==> src/rtl/fetch_ctrl_pkg.sv <==
// Shared types and constants for the instruction fetch controller.
package fetch_ctrl_pkg;

  // Fetch FSM: one memory request outstanding at any time.
  typedef enum logic [1:0] {
    FS_BOOT  = 2'd0,
    FS_REQ   = 2'd1,
    FS_WAIT  = 2'd2,
    FS_VALID = 2'd3
  } fetch_state_e;

  localparam logic [31:0] NOP_INSTR        = 32'h0000_0013;
  localparam logic [31:0] DEFAULT_RESET_PC = 32'h0000_0000;
  localparam logic [31:0] DEFAULT_TRAP_VEC = 32'h0000_0100;
  localparam logic [31:0] INSTR_BYTES      = 32'd4;

endpackage

==> src/rtl/fetch_ctrl_if.sv <==
// Instruction memory request/response bus between fetch and memory.
interface fetch_ctrl_if;
  logic        req;
  logic [31:0] addr;
  logic        gnt;
  logic        rvalid;
  logic [31:0] rdata;

  modport master (output req, addr, input gnt, rvalid, rdata);
  modport slave  (input req, addr, output gnt, rvalid, rdata);
endinterface

==> src/rtl/fetch_ctrl_pc_next_sel.sv <==
// Priority mux for the next PC: trap > redirect > sequential increment > hold.
module fetch_ctrl_pc_next_sel
  import fetch_ctrl_pkg::*;
#(
  parameter logic [31:0] TRAP_VEC = DEFAULT_TRAP_VEC
) (
  input  logic        trap_valid,
  input  logic        redirect_valid,
  input  logic [31:0] redirect_pc,
  input  logic        inc_en,
  input  logic [31:0] pc_q,
  output logic        redir,
  output logic [31:0] target,
  output logic [31:0] pc_sel
);

  // Resolve the redirect target and the overall next-PC choice.
  always_comb begin
    redir = trap_valid | redirect_valid;
    if (trap_valid) begin
      target = TRAP_VEC;
    end else if (redirect_valid) begin
      target = redirect_pc;
    end else begin
      target = pc_q;
    end
    if (redir) begin
      pc_sel = target;
    end else if (inc_en) begin
      pc_sel = pc_q + INSTR_BYTES;  // wraps modulo 2^32
    end else begin
      pc_sel = pc_q;
    end
  end

endmodule

==> src/rtl/fetch_ctrl.sv <==
// Instruction fetch controller: single outstanding request, redirect/trap
// handling with kill of in-flight responses, and a stallable decode slot.
module fetch_ctrl
  import fetch_ctrl_pkg::*;
#(
  parameter logic [31:0] RESET_PC = DEFAULT_RESET_PC,
  parameter logic [31:0] TRAP_VEC = DEFAULT_TRAP_VEC
) (
  input  logic                clk,
  input  logic                reset,
  input  logic                stall,
  input  logic                redirect_valid,
  input  logic [31:0]         redirect_pc,
  input  logic                trap_valid,
  fetch_ctrl_if.master        imem,
  output logic                if_valid,
  output logic [31:0]         if_pc,
  output logic [31:0]         if_instr,
  output logic [31:0]         pc_out
);

  fetch_state_e state_q, state_d;
  logic [31:0]  pc_q, pc_d;
  logic [31:0]  pending_q, pending_d;
  logic         kill_q, kill_d;
  logic [31:0]  if_pc_q, if_pc_d;
  logic [31:0]  if_instr_q, if_instr_d;
  logic         redir_s;
  logic [31:0]  target_s;
  logic [31:0]  pc_sel_s;
  logic         inc_en_s;
  logic         imem_req_s;
  logic         if_valid_s;

  assign inc_en_s = (state_q == FS_VALID) && !stall;

  fetch_ctrl_pc_next_sel #(.TRAP_VEC(TRAP_VEC)) u_pc_next_sel (
    .trap_valid    (trap_valid),
    .redirect_valid(redirect_valid),
    .redirect_pc   (redirect_pc),
    .inc_en        (inc_en_s),
    .pc_q          (pc_q),
    .redir         (redir_s),
    .target        (target_s),
    .pc_sel        (pc_sel_s)
  );

  // FSM state register.
  always_ff @(posedge clk or negedge reset) begin
    if (!reset) begin
      state_q <= FS_BOOT;
    end else begin
      state_q <= state_d;
    end
  end

  // Datapath registers: PC, kill/pending redirect, decode slot.
  always_ff @(posedge clk or negedge reset) begin
    if (!reset) begin
      pc_q       <= RESET_PC;
      pending_q  <= 32'h0000_0000;
      kill_q     <= 1'b0;
      if_pc_q    <= RESET_PC;
      if_instr_q <= NOP_INSTR;
    end else begin
      pc_q       <= pc_d;
      pending_q  <= pending_d;
      kill_q     <= kill_d;
      if_pc_q    <= if_pc_d;
      if_instr_q <= if_instr_d;
    end
  end

  // Next-state logic; a response in WAIT goes to decode only if not killed
  // or overtaken by a redirect in the same cycle.
  always_comb begin
    state_d = state_q;
    case (state_q)
      FS_BOOT: state_d = FS_REQ;
      FS_REQ: begin
        if (imem.gnt) state_d = FS_WAIT;
        else          state_d = FS_REQ;
      end
      FS_WAIT: begin
        if (imem.rvalid) begin
          if (redir_s || kill_q) state_d = FS_REQ;
          else                   state_d = FS_VALID;
        end else begin
          state_d = FS_WAIT;
        end
      end
      FS_VALID: begin
        if (redir_s || !stall) state_d = FS_REQ;
        else                   state_d = FS_VALID;
      end
      default: state_d = FS_BOOT;
    endcase
  end

  // Datapath next values. A redirect that arrives while a request is in
  // flight is parked in pending and applied when the stale response returns.
  always_comb begin
    pc_d       = pc_q;
    pending_d  = pending_q;
    kill_d     = kill_q;
    if_pc_d    = if_pc_q;
    if_instr_d = if_instr_q;
    case (state_q)
      FS_BOOT: pc_d = pc_sel_s;
      FS_REQ: begin
        if (imem.gnt) begin
          if (redir_s) begin
            kill_d    = 1'b1;
            pending_d = target_s;
          end else begin
            kill_d    = 1'b0;
          end
        end else begin
          pc_d = pc_sel_s;  // address may move before grant
        end
      end
      FS_WAIT: begin
        if (imem.rvalid) begin
          kill_d = 1'b0;
          if (redir_s) begin
            pc_d = target_s;
          end else if (kill_q) begin
            pc_d = pending_q;
          end else begin
            if_instr_d = imem.rdata;
            if_pc_d    = pc_q;
          end
        end else if (redir_s) begin
          kill_d    = 1'b1;
          pending_d = target_s;
        end else begin
          kill_d    = kill_q;
        end
      end
      FS_VALID: pc_d = pc_sel_s;
      default: pc_d = pc_q;
    endcase
  end

  // Outputs decoded from the registered state.
  always_comb begin
    imem_req_s = 1'b0;
    if_valid_s = 1'b0;
    case (state_q)
      FS_REQ:   imem_req_s = 1'b1;
      FS_VALID: if_valid_s = 1'b1;
      default: begin
        imem_req_s = 1'b0;
        if_valid_s = 1'b0;
      end
    endcase
  end

  assign imem.req  = imem_req_s;
  assign imem.addr = pc_q;
  assign if_valid  = if_valid_s;
  assign if_pc     = if_pc_q;
  assign if_instr  = if_instr_q;
  assign pc_out    = pc_q;

endmodule

==> src/flat_wrapper.sv <==
// flat-port wrapper written by rule: the top's interface ports become plain ports
module fetch_ctrl_flat import fetch_ctrl_pkg::*;
#(
  parameter logic [31:0] RESET_PC = DEFAULT_RESET_PC,
  parameter logic [31:0] TRAP_VEC = DEFAULT_TRAP_VEC
)
  (clk, reset, stall, redirect_valid, redirect_pc, trap_valid, if_valid, if_pc, if_instr, pc_out, imem_req, imem_addr, imem_gnt, imem_rvalid, imem_rdata);
  fetch_ctrl_if imem_i ();
  input  logic clk;
  input  logic reset;
  input  logic stall;
  input  logic redirect_valid;
  input  logic [31:0] redirect_pc;
  input  logic trap_valid;
  output logic if_valid;
  output logic [31:0] if_pc;
  output logic [31:0] if_instr;
  output logic [31:0] pc_out;
  output wire logic [$bits(imem_i.req)-1:0] imem_req;
  output wire logic [$bits(imem_i.addr)-1:0] imem_addr;
  input wire logic [$bits(imem_i.gnt)-1:0] imem_gnt;
  input wire logic [$bits(imem_i.rvalid)-1:0] imem_rvalid;
  input wire logic [$bits(imem_i.rdata)-1:0] imem_rdata;
  assign imem_req = imem_i.req;
  assign imem_addr = imem_i.addr;
  assign imem_i.gnt = imem_gnt;
  assign imem_i.rvalid = imem_rvalid;
  assign imem_i.rdata = imem_rdata;
  fetch_ctrl #(.RESET_PC(RESET_PC), .TRAP_VEC(TRAP_VEC)) u_core (.clk(clk), .reset(reset), .stall(stall), .redirect_valid(redirect_valid), .redirect_pc(redirect_pc), .trap_valid(trap_valid), .imem(imem_i), .if_valid(if_valid), .if_pc(if_pc), .if_instr(if_instr), .pc_out(pc_out));
endmodule
==> config.mk <==
export PLATFORM = sky130hd
export DESIGN_NAME = fetch_ctrl_flat
export DESIGN_NICKNAME = d
export VERILOG_FILES = /design/src/rtl/fetch_ctrl_pkg.sv /design/src/rtl/fetch_ctrl_if.sv /design/src/rtl/fetch_ctrl_pc_next_sel.sv /design/src/rtl/fetch_ctrl.sv /design/src/flat_wrapper.sv
export SDC_FILE = /design/constraint.sdc
export NUM_CORES = 1
export LEC_CHECK = 0
export ABC_AREA = 1
export CAP_MARGIN = 10
export CORE_MARGIN = 2
export CORE_UTILIZATION = 51
export CTS_CLUSTER_SIZE = 14
export DETAILED_ROUTE_END_ITERATION = 10
export GPL_TIMING_DRIVEN = 0
export HOLD_SLACK_MARGIN = 0.05
export PLACE_DENSITY = 0.86
export SETUP_SLACK_MARGIN = 0.4
export SYNTH_ARGS = -nofsm -noshare
export SYNTH_HDL_FRONTEND = slang
export SYNTH_SLANG_ARGS = --single-unit
==> constraint.sdc <==
create_clock -name clk -period 5.4 [get_ports clk]
set_clock_uncertainty 0.2 [all_clocks]
set_input_delay 0.81 -clock clk [delete_from_list [all_inputs] [get_ports clk]]
set_output_delay 0.81 -clock clk [all_outputs]
set_load 0.02 [all_outputs]
==> flow_summary.yaml <==
run_status:
  outcome: "finished clean"
timing:
  fin_setup_tns_ns: 0
  slew_headroom_pct: 57.88
  final.min_clock_period_ns: 2.816
  timing.final.crit_share_pct: 52.16
  fmax_ghz: 0.3551
  rsz0062_at_grt: "no"
  tightest_slew_ns: 0.6295
  final_hold_viol_count: 0
  slew_viol_final: 0
  setup_viol: 0
setup_path:
  r2r_start: "u_core.state_q[0]$_DFF_PN0_"
  r2r_slack_ns: 2.94
  rr_worst_depth: 9
  start_kind: "flip-flop"
  cp_data_required_time_ns: 4.39
  critPathKind: "reg -> out"
  worstReg2RegEnd: "u_core.imem.addr[2]$_DFFE_PN0P_"
  cp-end-kind: "output pin"
  critPathMaxStageDelay_ns: 0.64
  cp_max_fo: 5
  crit_slowest_cell: "clkdlybuf4s50_1"
  cp.arrival_ns: 1.81
  cp_cell_sequence: "inv_1 -> ha_1 -> clkdlybuf4s50_1"
synthesis:
  ys.flop_type: "dfrtp_1"
  synthesis.area_mm2: 0.006563
  synth.area.top_cells: "dfrtp_1 (49%), nand2_1 (10%), o21ai_0 (6.6%)"
  postSynthCellCount: 770
  synth_edf_count: 0
  postSynthAreaPerCell_um2: 8.523
  yosys_register_bits: 131
  synth_nets: 846
  synthTopCellsByCount: "nand2_1 (183), dfrtp_1 (128), o21ai_0 (86)"
  yosys.cell_count.top_type: "nand2_1"
  synth_top_area_share_pct: 48.81
  ys_async_sr_fraction_pct: 100.0
  ys_warn_count: 0
  synth.distinct_cells: 37
  yosysSeqAreaShare_pct: 50.01
  synth_top_cell_by_area: "dfrtp_1"
route:
  post-route-drc-count: 0
  vias: 6244
  ant_nets: 0
  first_iter_violations: 493
  wl_per_cell_um: 16.71
  drt_first_pass_iters: 6
  via_per_inst: 5.314
  drt-total-wl_mm: 19.63
die:
  ios: 201
  fp.coreArea_mm2: 0.01257
  die_w_um: 117.4
  dieArea_mm2: 0.01379
  rows: 41
  die_h_um: 117.4
  initial_utilization_pct: 52.22
clock_network:
  cts_setup_buffers: 0
  ctsHoldBuffers: 0
  clkSlewWorstSetupHoldPaths_ns: 0.05
  clock_sinks: 131
  htreeDepth: 4
  insertion_delay_ns: 0.42
  clockBufferDepth: 2
  root_buffer: "clkbuf_16"
  numCtsBuffers: 17
  tritoncts: "done"
  post_cts_resized: 0
global_routing:
  grt_max_degree: 86
  antenna_found_initial: 1
  grt_use_total_pct: 29.45
  grt_overflow: 0
  grt_pass1_wl_mm: 32.02
  grt_pass1_vias: 6125
layout:
  nNetsFinal: 1066
  fin_area_mm2: 0.009424
  n_antenna_cell: 0
  fin_cells: 1175
  layout-drive-gt1-share_pct: 13.06
  syn_to_final_growth_pct: 43.60
  fin_util_pct: 74.98
place:
  hpwlAfterDp_mm: 14.73
  port_buffers: 200
  place_area_mm2: 0.008808
  finalWeightedCongestion: 0.9212
  dp_cells: 1143
worst_hold_path:
  worstHoldPathType: "in -> async"
power_and_ir_drop:
  vdd_ir_drop_max_mv: 0.3990
  p_leak_nw: 4.264
  power_density_mw_per_mm2: 583.9
run:
  maxCapViolCount: 0
routing by layer:
layer	vias up	track usage, %	wire length (µm)
li1	2924	-	-
met1	2975	37.91	8102
met2	306	48.79	9610
met3	37	7.198	1557
met4	2	10.24	355
met5	-	0	8
cells in the final DEF (no fill, tap or decap), types with 2 or more instances in the layout:
cell             Yosys  layout
nor3_1               3       3
nand2_2              2       2
a21boi_0             6       6
ha_1                 5       5
clkbuf_16            0      17
o31ai_1              3       3
a21oi_1             11      11
clkbuf_1            13      17
a21boi_1             4       4
mux2_2              34      34
nor2_2               4       4
nor2_1              57      57
dfstp_2              3       3
nand3_1             48      48
inv_1               84      84
nand2_1            183     183
buf_4               35      35
clkbuf_8             0       8
buf_6                6       7
o21ai_0             86      86
buf_2                8       8
dfrtp_1            128     128
inv_2                3       3
clkdlybuf4s50_1      0     199
a31oi_1              2       2
bufinv_16            0       2
o22ai_1             28      28
final cells by class:
class | count | area, µm²
sequential | 131 | 3282
fill | 899 | 3144
multi-input combinational | 490 | 2535
timing repair buffer | 201 | 2031
clock buffer | 29 | 550.5
buffer | 62 | 419.2
inverter | 87 | 326.6
tap | 172 | 215.2
clock inverter | 3 | 65.06
worst max-delay path, delay by kind of cell (launching register included):
family	cells	cell delay, ns
flip-flops	1	0.40
buffers and inverters	2	0.73
adder cells (fa/ha/maj)	1	0.25
how the worst max path moves through the flow:
stage	start	endpoint	slack [ns]	cells past startpoint
6_report	u_core.state_q[1]$_DFF_PN0_	imem_req	2.58	3
3_3_place_gp	reset	u_core.state_q[1]$_DFF_PN0_	-1.80	1
5_1_grt	u_core.state_q[1]$_DFF_PN0_	imem_req	2.49	3
3_5_place_dp	redirect_valid	u_core.imem.addr[8]$_DFFE_PN0P_	2.37	9
2_1_floorplan	redirect_valid	u_core.if_instr[3]$_DFFE_PN0P_	3.29	7
4_1_cts	u_core.state_q[1]$_DFF_PN0_	imem_req	2.59	3
through the flow:
step           total power, mW  setup WS [ns]  hold WS (ns)
2_1_floorplan            3.095          3.291        0.2534
3_3_place_gp             4.222         -1.799        0.2658
3_5_place_dp             4.303          2.372        0.2731
4_1_cts                  5.498          2.585        0.1274
5_1_grt                  5.780          2.490        0.1384
6_report                 5.503          2.584        0.1166
flip-flops by register name (all words and copies together), names as in the netlist:
register          cells
u_core.imem.addr     32
u_core.state_q        2
u_core.kill_q         1
u_core.pending_q     32
u_core.if_pc         32
u_core.if_instr      32
kinds of logic after synthesis:
kind of cell    after synthesis  share of synthesized area [%]
compound gates              146                          12.56
xor+xnor                      1                         0.1335
fa+ha+maj                     5                         0.9533
buf+inv                     149                          11.36
flops                       131                          50.01
mux                          35                          6.006
simple gates                303                          18.97
report_power, final:
group / switching (mW) / total, mW / internal, mW
logic: 1.39 / 2.60 / 1.21
registers: 0.327 / 1.72 / 1.40
clock network: 0.404 / 1.18 / 0.779
total: 2.12 / 5.50 / 3.38
No activity file was read; power rests on OpenSTA's default activity.
